==> config.mk <==
export PLATFORM = sky130hd
export DESIGN_NAME = div_unit
export DESIGN_NICKNAME = d
export VERILOG_FILES = /design/src/rtl/div_unit_pkg.sv /design/src/rtl/div_unit.sv
export SDC_FILE = /design/constraint.sdc
export NUM_CORES = 1
export LEC_CHECK = 0
export CAP_MARGIN = 15
export CORE_MARGIN = 2
export CORE_UTILIZATION = 25
export DETAILED_ROUTE_END_ITERATION = 7
export PLACE_DENSITY = 0.44
export SLEW_MARGIN = 25
export SYNTH_ARGS = -nofsm -noshare
export SYNTH_HDL_FRONTEND = slang
export SYNTH_SLANG_ARGS = --single-unit
==> constraint.sdc <==
create_clock -name clk -period 5.2 [get_ports clk]
set_clock_uncertainty 0.05 [all_clocks]
set_input_delay 1.04 -clock clk [delete_from_list [all_inputs] [get_ports clk]]
set_output_delay 1.04 -clock clk [all_outputs]
set_load 0.05 [all_outputs]
==> src/rtl/div_unit_pkg.sv <==
// Purpose: shared opcodes, FSM state encoding and decode helper for the EX-stage divider.
// Latency: n/a (declarations only).
// Backpressure: n/a (declarations only).
package div_unit_pkg;

    // EX-stage ALU control codes produced by the decoder
    localparam logic [7:0] EXE_DIV_OP  = 8'b0001_1010;
    localparam logic [7:0] EXE_DIVU_OP = 8'b0001_1011;

    // Divider FSM state encodings (2 bits)
    typedef enum logic [1:0] {
        DIV_IDLE = 2'd0,
        DIV_BUSY = 2'd1,
        DIV_DONE = 2'd2
    } div_state_t;

    // True for either divide flavour; everything else is ignored by the divider
    function automatic logic is_div_code(input logic [7:0] op);
        return (op == EXE_DIV_OP) || (op == EXE_DIVU_OP);
    endfunction

endpackage

==> src/rtl/div_unit.sv <==
// Purpose: multi-cycle restoring divider (signed/unsigned) producing {HI=remainder, LO=quotient}.
// Latency: WIDTH+1 cycles from accepted start to the one-cycle ready pulse; 1 cycle for divide-by-zero.
// Backpressure: asserts stall (combinational) from the accepting cycle until the result is ready; flush cancels.
//
// Ports:
//   clk        rising-edge clock
//   resetn     asynchronous active-low reset
//   alucontrol EX-stage ALU control code; only EXE_DIV_OP / EXE_DIVU_OP launch a divide
//   start      EX instruction valid
//   flush      EX annul; cancels any operation, higher priority than start
//   a, b       dividend / divisor
//   stall      hold IF..EX this cycle
//   ready      one-cycle result-valid pulse
//   result     {remainder, quotient}; holds its value between operations
module div_unit
    import div_unit_pkg::*;
#(
    parameter int WIDTH = 32
) (
    input  logic                 clk,
    input  logic                 resetn,
    input  logic [7:0]           alucontrol,
    input  logic                 start,
    input  logic                 flush,
    input  logic [WIDTH-1:0]     a,
    input  logic [WIDTH-1:0]     b,
    output logic                 stall,
    output logic                 ready,
    output logic [2*WIDTH-1:0]   result
);

    localparam int CW = $clog2(WIDTH);
    localparam logic [CW-1:0]    CNT_LAST = CW'(WIDTH - 1);
    localparam logic [CW-1:0]    CNT_ONE  = {{(CW-1){1'b0}}, 1'b1};
    localparam logic [WIDTH-1:0] ONE_W    = {{(WIDTH-1){1'b0}}, 1'b1};

    function automatic logic [WIDTH-1:0] negate(input logic [WIDTH-1:0] v);
        return ~v + ONE_W;
    endfunction

    // ------------------------------------------------------------------
    // State
    // ------------------------------------------------------------------
    div_state_t             r_state;
    logic [CW-1:0]          r_cnt;
    logic [2*WIDTH:0]       r_work;     // {partial remainder (WIDTH+1), dividend/quotient (WIDTH)}
    logic [WIDTH-1:0]       r_divisor;  // divisor magnitude
    logic                   r_q_neg;
    logic                   r_r_neg;
    logic                   r_ready;
    logic [2*WIDTH-1:0]     r_result;

    // ------------------------------------------------------------------
    // Launch decode
    // ------------------------------------------------------------------
    logic                   w_is_div;
    logic                   w_is_signed;
    logic                   w_launch;
    logic                   w_a_neg;
    logic                   w_b_neg;
    logic [WIDTH-1:0]       w_a_mag;
    logic [WIDTH-1:0]       w_b_mag;
    logic                   w_b_zero;

    assign w_is_div    = start & is_div_code(alucontrol);
    assign w_is_signed = (alucontrol == EXE_DIV_OP);
    assign w_launch    = w_is_div & ~flush;
    assign w_a_neg     = w_is_signed & a[WIDTH-1];
    assign w_b_neg     = w_is_signed & b[WIDTH-1];
    // 0x80000000 negates to itself, which is the correct magnitude when read unsigned
    assign w_a_mag     = w_a_neg ? negate(a) : a;
    assign w_b_mag     = w_b_neg ? negate(b) : b;
    assign w_b_zero    = (b == '0);

    // ------------------------------------------------------------------
    // One restoring step
    // ------------------------------------------------------------------
    logic [2*WIDTH:0]       w_shift;
    logic [WIDTH+1:0]       w_diff;
    logic                   w_fits;
    logic [2*WIDTH:0]       w_next_work;
    logic [WIDTH-1:0]       w_quo;
    logic [WIDTH-1:0]       w_rem;
    logic [WIDTH-1:0]       w_quo_fix;
    logic [WIDTH-1:0]       w_rem_fix;

    assign w_shift = {r_work[2*WIDTH-1:0], 1'b0};
    // The bit shifted out of the top joins the trial subtraction so no magnitude is lost;
    // an extra guard bit makes the borrow visible as the MSB.
    assign w_diff  = {r_work[2*WIDTH], w_shift[2*WIDTH:WIDTH]} - {2'b00, r_divisor};
    assign w_fits  = ~w_diff[WIDTH+1];

    assign w_next_work = w_fits ? {w_diff[WIDTH:0], w_shift[WIDTH-1:1], 1'b1} : w_shift;

    assign w_quo     = w_next_work[WIDTH-1:0];
    assign w_rem     = w_next_work[2*WIDTH-1:WIDTH];
    // Signed overflow (MIN / -1) falls out naturally: quotient wraps to MIN, remainder 0.
    assign w_quo_fix = r_q_neg ? negate(w_quo) : w_quo;
    assign w_rem_fix = r_r_neg ? negate(w_rem) : w_rem;

    // ------------------------------------------------------------------
    // FSM and datapath registers
    // ------------------------------------------------------------------
    always_ff @(posedge clk or negedge resetn) begin
        if (!resetn) begin
            r_state   <= DIV_IDLE;
            r_cnt     <= '0;
            r_work    <= '0;
            r_divisor <= '0;
            r_q_neg   <= 1'b0;
            r_r_neg   <= 1'b0;
            r_ready   <= 1'b0;
            r_result  <= '0;
        end else begin
            r_ready <= 1'b0;
            if (flush) begin
                // Annul wins over everything: drop the operation, leave result untouched
                r_state <= DIV_IDLE;
            end else begin
                case (r_state)
                    DIV_IDLE: begin
                        if (w_is_div) begin
                            r_divisor <= w_b_mag;
                            r_q_neg   <= w_a_neg ^ w_b_neg;
                            r_r_neg   <= w_a_neg;
                            r_work    <= {{(WIDTH+1){1'b0}}, w_a_mag};
                            r_cnt     <= '0;
                            if (w_b_zero) begin
                                // Divide-by-zero: raw dividend in HI, all-ones in LO, no iteration
                                r_result <= {a, {WIDTH{1'b1}}};
                                r_ready  <= 1'b1;
                                r_state  <= DIV_DONE;
                            end else begin
                                r_state  <= DIV_BUSY;
                            end
                        end
                    end
                    DIV_BUSY: begin
                        r_work <= w_next_work;
                        r_cnt  <= r_cnt + CNT_ONE;
                        if (r_cnt == CNT_LAST) begin
                            r_result <= {w_rem_fix, w_quo_fix};
                            r_ready  <= 1'b1;
                            r_state  <= DIV_DONE;
                        end
                    end
                    DIV_DONE: begin
                        // Never relaunch from the start that produced this result
                        r_state <= DIV_IDLE;
                    end
                    default: begin
                        r_state <= DIV_IDLE;
                    end
                endcase
            end
        end
    end

    // ------------------------------------------------------------------
    // Outputs
    // ------------------------------------------------------------------
    assign stall  = ((r_state == DIV_IDLE) & w_launch) | (r_state == DIV_BUSY);
    assign ready  = r_ready;
    assign result = r_result;

endmodule

==> results of run 1 <==
[area by class of cell]
| cell class | count | area (um2) | area share |
|---|---|---|---|
| multi-input combinational | 1217 | 7530 | 0.498 |
| sequential | 171 | 4280 | 0.283 |
| timing repair buffer | 177 | 1740 | 0.115 |
| tap | 622 | 778 | 0.0515 |
| clock buffer | 21 | 440 | 0.0292 |
| inverter | 51 | 191 | 0.0127 |
| clock inverter | 10 | 143 | 0.00944 |
[registers in the layout (all words and copies together), names as in the netlist]
register	count
r_state	2
result	64
r_work	65
r_q_neg	1
ready	1
r_divisor	32
r_r_neg	1
r_cnt	5
[per-layer routing]
layer,wire [um],up-vias,GRT usage
li1,-,5690,-
met1,21200,5377,0.238
met2,18100,237,0.255
met3,1560,25,0.0282
met4,394,2,0.0348
met5,11,-,0
[report_power, final]
part           total (mW)  switching [mW]  leakage (nW)  internal, mW
combinational       0.797           0.467          3.59         0.330
clock                1.35           0.592         0.281         0.756
sequential           1.46          0.0719          2.32          1.38
total                3.60            1.13          6.19          2.47
[worst min-delay path: cells and delay by family, from the launching register on]
family,cells,cell delay (ns)
AO/OA/AOI/OAI,1,0.06
AND/OR/NAND/NOR,1,0.05
flip-flops,1,0.34
[worst max path at each step]
stage	depth (start not counted)	from	endpoint
2_1_floorplan	20	r_work[61]$_DFFE_PN0P_	result[62]$_DFFE_PN0P_
3_5_place_dp	19	r_work[55]$_DFFE_PN0P_	result[60]$_DFFE_PN0P_
3_3_place_gp	19	r_work[61]$_DFFE_PN0P_	result[62]$_DFFE_PN0P_
4_1_cts	19	r_work[55]$_DFFE_PN0P_	result[62]$_DFFE_PN0P_
6_report	19	r_work[55]$_DFFE_PN0P_	result[60]$_DFFE_PN0P_
5_1_grt	19	r_work[35]$_DFFE_PN0P_	result[60]$_DFFE_PN0P_
[cell families (layout without fill, tap and decap cells)]
logic type,after synthesis,after routing,synth area share
AOI/OAI and AO/OA,478,478,0.239
and+or+nand+nor,533,533,0.204
xor gates and xnor gates,135,135,0.0965
adders and majority gates,39,39,0.0404
DFF,171,171,0.349
buffers and inverters,137,259,0.0438
muxes,32,32,0.0267
[Yosys cell counts, types with 17 or more instances]
| master | count | area, um2 |
|---|---|---|
| or3_1 | 22 | 138 |
| nand3_1 | 46 | 230 |
| a21oi_1 | 148 | 741 |
| inv_1 | 49 | 184 |
| xnor2_1 | 54 | 473 |
| xor2_1 | 81 | 709 |
| buf_2 | 18 | 90.1 |
| nor3_1 | 25 | 125 |
| nand2_1 | 174 | 653 |
| a31oi_1 | 22 | 138 |
| o31ai_1 | 24 | 180 |
| dfrtp_1 | 171 | 4280 |
| mux2i_1 | 27 | 270 |
| a21o_1 | 17 | 128 |
| nor4_1 | 20 | 125 |
| o21ai_0 | 156 | 781 |
| nor2_1 | 161 | 604 |
| clkbuf_1 | 62 | 233 |
| ha_1 | 38 | 475 |
==> impl_metrics.py, run 1 <==
metrics = {
    "run_status": {
        "status": "complete, no violations",
    },
    "logic_synthesis": {
        "ys_async_sr_fraction": 1.00,
        "synthFlopType": "dfrtp_1",
        "synth_area_per_cell_um2": 8.03,
        "yosysWarnings": 0,
        "yosysSeqAreaShare": 0.349,
        "yosysUniqueCellTypes": 74,
        "syn_area_um2": 12300,
        "synth_nets": 1640,
        "synth_edf_count": 0,
        "syn_inst": 1525,
        "synth_seq_cells": 171,
    },
    "final_layout": {
        "fillCellCount": 5174,
        "layout.cells.non_filler": 2269,
        "final_common_cell": "nand2_1",
        "area.growth.synth_to_final_pct": 23.3,
        "fin_util": 0.311,
        "diodes": 0,
        "final_cell_mix": "nand2_1 (174), dfrtp_1 (170), nor2_1 (159)",
        "drive_above_1_share": 0.0650,
        "stdcell_area_um2": 15100,
        "nets": 1750,
    },
    "die": {
        "start_util": 0.252,
        "die-area_um2": 50800,
        "design.portCount": 142,
        "die_h_um": 225,
        "die_w_um": 225,
        "num_rows": 81,
        "core_area_um2": 48600,
    },
    "sta": {
        "rsz0062_at_grt": "false",
        "setup-tns-final_ns": 0,
        "final-max-slew-violation-count": 0,
        "worst_pin_slew_ns": 0.935,
        "hold_violations": 0,
        "worst_slack_ns": 0.436,
        "post-route-period-util": 0.916,
        "clock.fmax_mhz": 210,
        "period_needed_ns": 4.76,
        "setup_violations": 0,
        "holdWs_ns": 0.430,
        "slew_headroom": 0.376,
    },
    "grt": {
        "track_usage": 0.165,
        "grt_antenna_before_repair": 1,
        "grt_max_degree": 99,
        "grt_pass1_vias": 11165,
        "gr-total-overflow": 0,
        "grt_first_pass_wirelength_um": 65300,
    },
    "clock_network": {
        "cts_root_buffer": "clkbuf_16",
        "cts_buffer_depth": 2,
        "post_cts_buffers": 0,
        "htreeDepth": 4,
        "hold_buffers": 0,
        "numCtsBuffers": 17,
        "cts.sinks": 171,
        "cts_tree": "yes",
        "clkSlewWorstSetupHoldPaths_ns": 0.07,
        "clk_latency_ns": 0.46,
        "cts-resized-gates": 0,
    },
    "power": {
        "total_leakage_power_nw": 6.19,
        "power_density_nw_per_um2": 238,
        "finalPower_mw": 3.60,
        "vdd_drop_max_mv": 0.239,
    },
    "setup_path": {
        "rr_startpoint": "r_work[55]$_DFFE_PN0P_",
        "reg2reg_slack_ns": 0.44,
        "crit_top_cell": "a21o_1",
        "reg2reg_depth": 19,
        "cpMaxStageDelayCell": "or4_1",
        "cp_num_buf_inv": 2,
        "critical_path_class": "flop to flop",
        "crit_fanout": 6,
        "startpoint_type": "flop",
        "timing.critical_path.required_ns": 5.46,
        "critPathMaxStageDelay_ns": 0.45,
        "worstPathCellList": "ha_2, a21o_1, a2111o_1, a211o_1, a21o_1, o311ai_4, nor2_4, inv_2, mux2i_4, ha_1, nand2_1, or4_1, nor4_2, buf_4, a32oi_2, and4b_1, a31oi_1, xor2_1, o22ai_1",
        "cp.arrival_ns": 5.03,
        "critPathTopFamily": "compound AO/OA/AOI/OAI gates",
        "timing.rr.end": "result[60]$_DFFE_PN0P_",
        "cp-end-kind": "flop",
    },
    "placed_design": {
        "pre_cts_slack_ns": 0.241,
        "placed_cells": 2237,
        "gp_congestion": 0.857,
        "place_hpwl_um": 31400,
        "portBuffers": 141,
        "placed_area_um2": 14400,
    },
    "job": {
        "cap_violations": 0,
    },
    "detailed_routing": {
        "wl_per_cell_um": 18.2,
        "drc_errors": 0,
        "routed_wl_um": 41300,
        "vias": 11331,
        "vias_per_cell": 4.99,
        "dr.pass1.iters": 5,
        "drt.antenna.violating_nets": 0,
        "drt_iter0_drc": 633,
    },
    "min_path": {
        "hold_end": "r_divisor[4]$_DFFE_PN0P_",
        "hold_depth": 2,
        "holdCritStartpoint": "r_divisor[4]$_DFFE_PN0P_",
        "hp-class": "flop to flop",
    },
}
No activity file was read; power rests on OpenSTA's default activity.
==> inputs of run 2 (changes only) <==
Settings changed: SLEW_MARGIN 25 to 20.
==> run 2 against run 1 <==
  * Cell area fell by 0.14%
  * Sequential power barely moved
  * Utilization barely moved
  * Via count rose by 0.19%
  * Combinational power barely moved
  * Largest power group unchanged
  * Flip-flop and latch count did not move
  * Die area did not move
  * Routed wire length barely moved
  * Critical path type unchanged
  * Sequential share of layout area barely moved
  * Highest routed layer unchanged
  * Setup slack got worse by 0.012 ns
  * Critical path depth did not move
  * Cell count barely moved
==> impl_metrics.py, run 2 (same netlist as run 1, synthesis figures left out) <==
metrics = {
    "run_status": {
        "status": "complete, no violations",
    },
    "power": {
        "pwr-share-comb": 0.221,
        "clockPowerShare": 0.375,
        "internal_power_mw": 2.47,
        "finalPower_mw": 3.60,
        "switching_share": 0.315,
        "vdd_drop_max_mv": 0.240,
        "seqPwrFrac": 0.404,
        "power_density_nw_per_um2": 239,
        "total_leakage_power_nw": 6.18,
        "p_sw_mw": 1.13,
    },
    "job": {
        "cap_violations": 0,
    },
    "final_layout": {
        "final_common_cell": "nand2_1",
        "stdcell_area_um2": 15100,
        "final_cell_mix": "nand2_1 (174), dfrtp_1 (171), nor2_1 (159)",
        "fin_util": 0.310,
        "largest_reg_flops": 65,
        "largest-register": "r_work",
        "diodes": 0,
        "drive_above_1_share": 0.0638,
        "nets": 1749,
        "area.growth.synth_to_final_pct": 23.1,
    },
    "detailed_routing": {
        "drc_errors": 0,
        "dr.pass1.iters": 5,
        "vias": 11353,
        "wl_per_cell_um": 18.2,
        "vias_per_cell": 5.01,
        "drt.antenna.violating_nets": 0,
        "drt_iter0_drc": 654,
        "routed_wl_um": 41300,
    },
    "placed_design": {
        "placed_area_um2": 14400,
        "place_hpwl_um": 31400,
        "gp_congestion": 0.857,
        "portBuffers": 141,
        "pre_cts_slack_ns": 0.241,
    },
    "setup_path": {
        "cp_num_buf_inv": 2,
        "startpoint_type": "flop",
        "crit_top_cell": "a21o_1",
        "critPathTopFamily": "compound AO/OA/AOI/OAI gates",
        "cp-end-kind": "flop",
        "timing.critical_path.required_ns": 5.47,
        "critPathMaxStageDelay_ns": 0.44,
        "cpMaxStageDelayCell": "or4_1",
        "cp.arrival_ns": 5.04,
        "critical_path_class": "flop to flop",
        "worstPathCellList": "ha_2, a21o_1, a2111o_1, a211o_1, a21o_1, o311ai_4, nor2_4, inv_2, mux2i_4, ha_1, nand2_1, or4_1, nor4_2, buf_4, a32oi_2, and4b_1, a31oi_1, xor2_1, o22ai_1",
        "crit_fanout": 6,
    },
    "sta": {
        "final-max-slew-violation-count": 0,
        "rsz0062_at_grt": "false",
        "hold_violations": 0,
        "setup-tns-final_ns": 0,
        "worst_slack_ns": 0.424,
        "post-route-period-util": 0.919,
        "setup_violations": 0,
        "period_needed_ns": 4.78,
        "clock.fmax_mhz": 209,
        "worst_pin_slew_ns": 1.08,
        "slew_headroom": 0.279,
    },
    "clock_network": {
        "cts_buffer_depth": 2,
        "htreeDepth": 4,
        "numCtsBuffers": 17,
        "clk_latency_ns": 0.46,
        "post_cts_buffers": 0,
        "cts.sinks": 171,
        "hold_buffers": 0,
        "clkSlewWorstSetupHoldPaths_ns": 0.07,
        "cts_root_buffer": "clkbuf_16",
        "cts_tree": "yes",
    },
    "grt": {
        "grt_max_degree": 99,
        "grt_pass1_vias": 11165,
        "gr-total-overflow": 0,
        "track_usage": 0.165,
        "grt_first_pass_wirelength_um": 65300,
        "grt_antenna_before_repair": 1,
    },
    "die": {
        "die_w_um": 225,
        "design.portCount": 142,
        "core_area_um2": 48600,
        "num_rows": 81,
        "die_h_um": 225,
        "die-area_um2": 50800,
        "start_util": 0.252,
    },
    "min_path": {
        "hp-class": "flop to flop",
    },
}
run 2: cell count changes in the layout (fill, tap and decap cells not counted), sizes merged:
cell / change
buf: -1
run 2: final cells by class:
| cell class | instances | area, um2 |
|---|---|---|
| Inverter | 51 | 191 |
| Tap cell | 622 | 778 |
| Clock inverter | 10 | 143 |
| Fill cell | 5175 | 33600 |
| Clock buffer | 21 | 440 |
| Timing Repair Buffer | 176 | 1720 |
| Sequential cell | 171 | 4280 |
| Multi-Input combinational cell | 1217 | 7530 |
run 2: metrics by stage:
stage | instances | hold slack (ns)
detailed placement | 2237 | 0.421
global route | 2268 | 0.454
global placement | 2237 | 0.414
floorplan | 1525 | 0.400
finish | 2268 | 0.430
CTS | 2268 | 0.436
run 2: final timing paths:
check,startpoint,to,slack [ns],cells after the start
hold reg to reg,r_divisor[4]$_DFFE_PN0P_,r_divisor[4]$_DFFE_PN0P_,0.43,2
min in group asynchronous,resetn,result[13]$_DFFE_PN0P_,0.57,1
max in group asynchronous,resetn,r_divisor[26]$_DFFE_PN0P_,3.51,2
hold / removal,r_divisor[4]$_DFFE_PN0P_,r_divisor[4]$_DFFE_PN0P_,0.43,2
setup / recovery,r_work[55]$_DFFE_PN0P_,result[60]$_DFFE_PN0P_,0.42,19
setup reg to reg,r_work[55]$_DFFE_PN0P_,result[60]$_DFFE_PN0P_,0.42,19
run 2: worst register-to-register path: cells and delay by family (launching register included):
kind	cells	cell delay, ns
adders and majority gates	2	0.54
buffers and inverters	2	0.28
xor gates and xnor gates	1	0.17
AOI/OAI and AO/OA	8	1.78
DFF	1	0.42
muxes	1	0.26
and+or+nand+nor	5	1.13
run 2: timing repair:
action,CTS,global route
resized for setup,0,10
setup endpoints to repair,0,8
hold endpoints to repair,0,0
run 2: power by group through the flow:
stage	sequential [mW]	combinational, mW	clock, mW
after floorplan	1.46	0.509	0
after detailed placement	1.48	0.791	0
after global routing	1.46	0.895	1.44
final	1.46	0.797	1.35
after global placement	1.48	0.789	0
after CTS	1.46	0.795	1.39
run 2: routing by layer:
metal | share of wire | GRT usage
met4 | 0.0099 | 0.0348
met2 | 0.44 | 0.255
met5 | 0.00027 | 0
met3 | 0.045 | 0.0282
met1 | 0.51 | 0.238
==> inputs of run 3 (changes only) <==
Settings changed: RECOVER_POWER set to 50.
==> run 3 against run 2 <==
  * Sequential power about the same
  * The run now ends with max-capacitance violations, max-slew violations left
  * Sequential share of layout area hardly changed
  * Flip-flop and latch count unchanged
  * Clock power barely moved
  * Worst hold slack about the same
  * Cell area about the same
  * Die area did not move
  * Clock-buffer cell count did not move
  * Critical endpoint unchanged
  * Critical path depth stayed put
  * Non-clock buffer count is the same
  * Register-to-register slack lost 0.02 ns
  * Critical path type unchanged
  * Setup slack worse by 0.015 ns
==> impl_metrics.py, run 3 (same netlist as run 1, synthesis figures left out) <==
metrics = {
    "setup_path": {
        "timing.rr.end": "result[60]$_DFFE_PN0P_",
        "reg2reg_depth": 19,
        "timing.critical_path.required_ns": 5.47,
        "cpMaxStageDelayCell": "or4_1",
        "rr_startpoint": "r_work[55]$_DFFE_PN0P_",
        "critPathTopFamily": "compound AO/OA/AOI/OAI gates",
        "crit_fanout": 6,
        "startpoint_type": "flop",
        "critPathMaxStageDelay_ns": 0.45,
        "worstPathCellList": "ha_2, a21o_1, a2111o_1, a211o_1, a21o_1, o311ai_4, nor2_4, inv_2, mux2i_4, ha_1, nand2_1, or4_1, nor4_2, buf_4, a32oi_2, and4b_1, a31oi_1, xor2_1, o22ai_1",
        "cp-end-kind": "flop",
        "cp_num_buf_inv": 2,
        "crit_top_cell": "a21o_1",
        "cp.arrival_ns": 5.06,
        "critical_path_class": "flop to flop",
        "path_depth": 19,
        "reg2reg_slack_ns": 0.41,
    },
    "placed_design": {
        "place_hpwl_um": 31400,
        "gp_congestion": 0.857,
        "portBuffers": 141,
    },
    "power": {
        "switching_share": 0.314,
        "pwr-share-comb": 0.221,
        "total_leakage_power_nw": 6.29,
        "vdd_drop_max_mv": 0.240,
        "power_density_nw_per_um2": 239,
        "clockPowerShare": 0.375,
        "seqPwrFrac": 0.404,
        "internal_power_mw": 2.47,
        "p_sw_mw": 1.13,
    },
    "detailed_routing": {
        "vias_per_cell": 4.99,
        "dr.pass1.iters": 5,
        "drc_errors": 0,
        "vias": 11325,
        "drt_iter0_drc": 661,
        "drt.antenna.violating_nets": 0,
        "wl_per_cell_um": 18.2,
        "routed_wl_um": 41200,
    },
    "grt": {
        "grt_pass1_vias": 11165,
        "grt_antenna_before_repair": 1,
        "track_usage": 0.165,
        "gr-total-overflow": 0,
        "grt_max_degree": 99,
        "grt_first_pass_wirelength_um": 65300,
    },
    "clock_network": {
        "numCtsBuffers": 17,
        "cts_buffer_depth": 2,
        "cts_tree": "yes",
        "clkSlewWorstSetupHoldPaths_ns": 0.07,
        "cts_root_buffer": "clkbuf_16",
        "htreeDepth": 4,
        "clk_latency_ns": 0.46,
        "cts.sinks": 171,
        "hold_buffers": 0,
    },
    "final_layout": {
        "final_cell_mix": "nand2_1 (174), dfrtp_1 (171), nor2_1 (159)",
        "largest_reg_flops": 65,
        "largest-register": "r_work",
        "area.growth.synth_to_final_pct": 23.0,
        "diodes": 0,
        "final_common_cell": "nand2_1",
        "drive_above_1_share": 0.0626,
        "fillCellCount": 5179,
        "nets": 1749,
    },
    "sta": {
        "setup-tns-final_ns": 0,
        "holdWs_ns": 0.430,
        "setup_violations": 0,
        "slew_headroom": -1.37,
        "hold_violations": 0,
        "post-route-period-util": 0.921,
        "period_needed_ns": 4.79,
        "worst_pin_slew_ns": 3.55,
        "clock.fmax_mhz": 209,
        "rsz0062_at_grt": "false",
        "final-max-slew-violation-count": 140,
    },
    "run_status": {
        "failed_checks": "max-capacitance violations, max-slew violations",
        "status": "complete, but fails checks",
    },
    "min_path": {
        "hold_depth": 2,
        "hp-class": "flop to flop",
        "holdCritStartpoint": "r_divisor[4]$_DFFE_PN0P_",
        "hold_end": "r_divisor[4]$_DFFE_PN0P_",
    },
    "die": {
        "start_util": 0.252,
        "die-area_um2": 50800,
        "die_h_um": 225,
        "num_rows": 81,
        "core_area_um2": 48600,
        "die_w_um": 225,
        "design.portCount": 142,
    },
    "job": {
        "cap_violations": 2,
    },
}
[run 3: cell count changes in the layout (fill, tap and decap cells not counted), sizes merged]
cell and change:
clkdlybuf4s50 -31, buf -2, dlygate4sd2 +1, clkbuf +1, dlygate4sd3 +31
[run 3: worst min-delay path, cell delays in order, from the launching register on]
cell     delay [ns]
dfrtp_1        0.34
nand2_1        0.05
o21ai_0        0.06
[run 3: through the flow]
step | setup slack [ns] | cell area [um2] | total power, mW | utilization | cells
2_1_floorplan | 0.127 | 12300 | 1.96 | - | 1525
3_3_place_gp | 0.311 | 14400 | 2.27 | 0.297 | 2237
3_5_place_dp | 0.241 | 14400 | 2.27 | 0.297 | 2237
4_1_cts | 0.219 | 15000 | 3.64 | 0.309 | 2268
5_1_grt | 0.00422 | 15100 | 3.80 | 0.310 | 2268
6_report | 0.408 | 15100 | 3.60 | 0.310 | 2268
[run 3: final cells by class]
cell class,instances,area (um2),area share
multi-input combinational,1217,7530,0.500
sequential,171,4280,0.284
timing repair buffer,176,1710,0.113
tap,622,778,0.0516
clock buffer,21,440,0.0292
inverter,51,191,0.0127
clock inverter,10,143,0.00947
[run 3: per-layer routing]
layer	share of wire	wire, um	track usage
met4	0.0097	399	0.0348
met1	0.51	21000	0.238
met5	0.00027	11	0
met3	0.043	1770	0.0282
met2	0.44	18100	0.255
[run 3: worst max path at each step]
stage / from / to / slack (ns)
final: r_work[55]$_DFFE_PN0P_ / result[60]$_DFFE_PN0P_ / 0.41
after global placement: r_work[61]$_DFFE_PN0P_ / result[62]$_DFFE_PN0P_ / 0.31
after detailed placement: r_work[55]$_DFFE_PN0P_ / result[60]$_DFFE_PN0P_ / 0.24
after CTS: r_work[55]$_DFFE_PN0P_ / result[62]$_DFFE_PN0P_ / 0.22
after floorplan: r_work[61]$_DFFE_PN0P_ / result[62]$_DFFE_PN0P_ / 0.13
after global routing: r_work[35]$_DFFE_PN0P_ / result[60]$_DFFE_PN0P_ / 0.004
[run 3: power by group through the flow]
stage               combinational [mW]  sequential, mW  clock, mW
finish                           0.796            1.46       1.35
global route                     0.894            1.46       1.44
CTS                              0.795            1.46       1.39
detailed placement               0.791            1.48          0
global placement                 0.789            1.48          0
floorplan                        0.509            1.46          0
[run 3: what timing repair did]
action                                  CTS  global route
buffers inserted                          0             0
endpoints found under the setup margin    0             8
resized for setup                         0            10
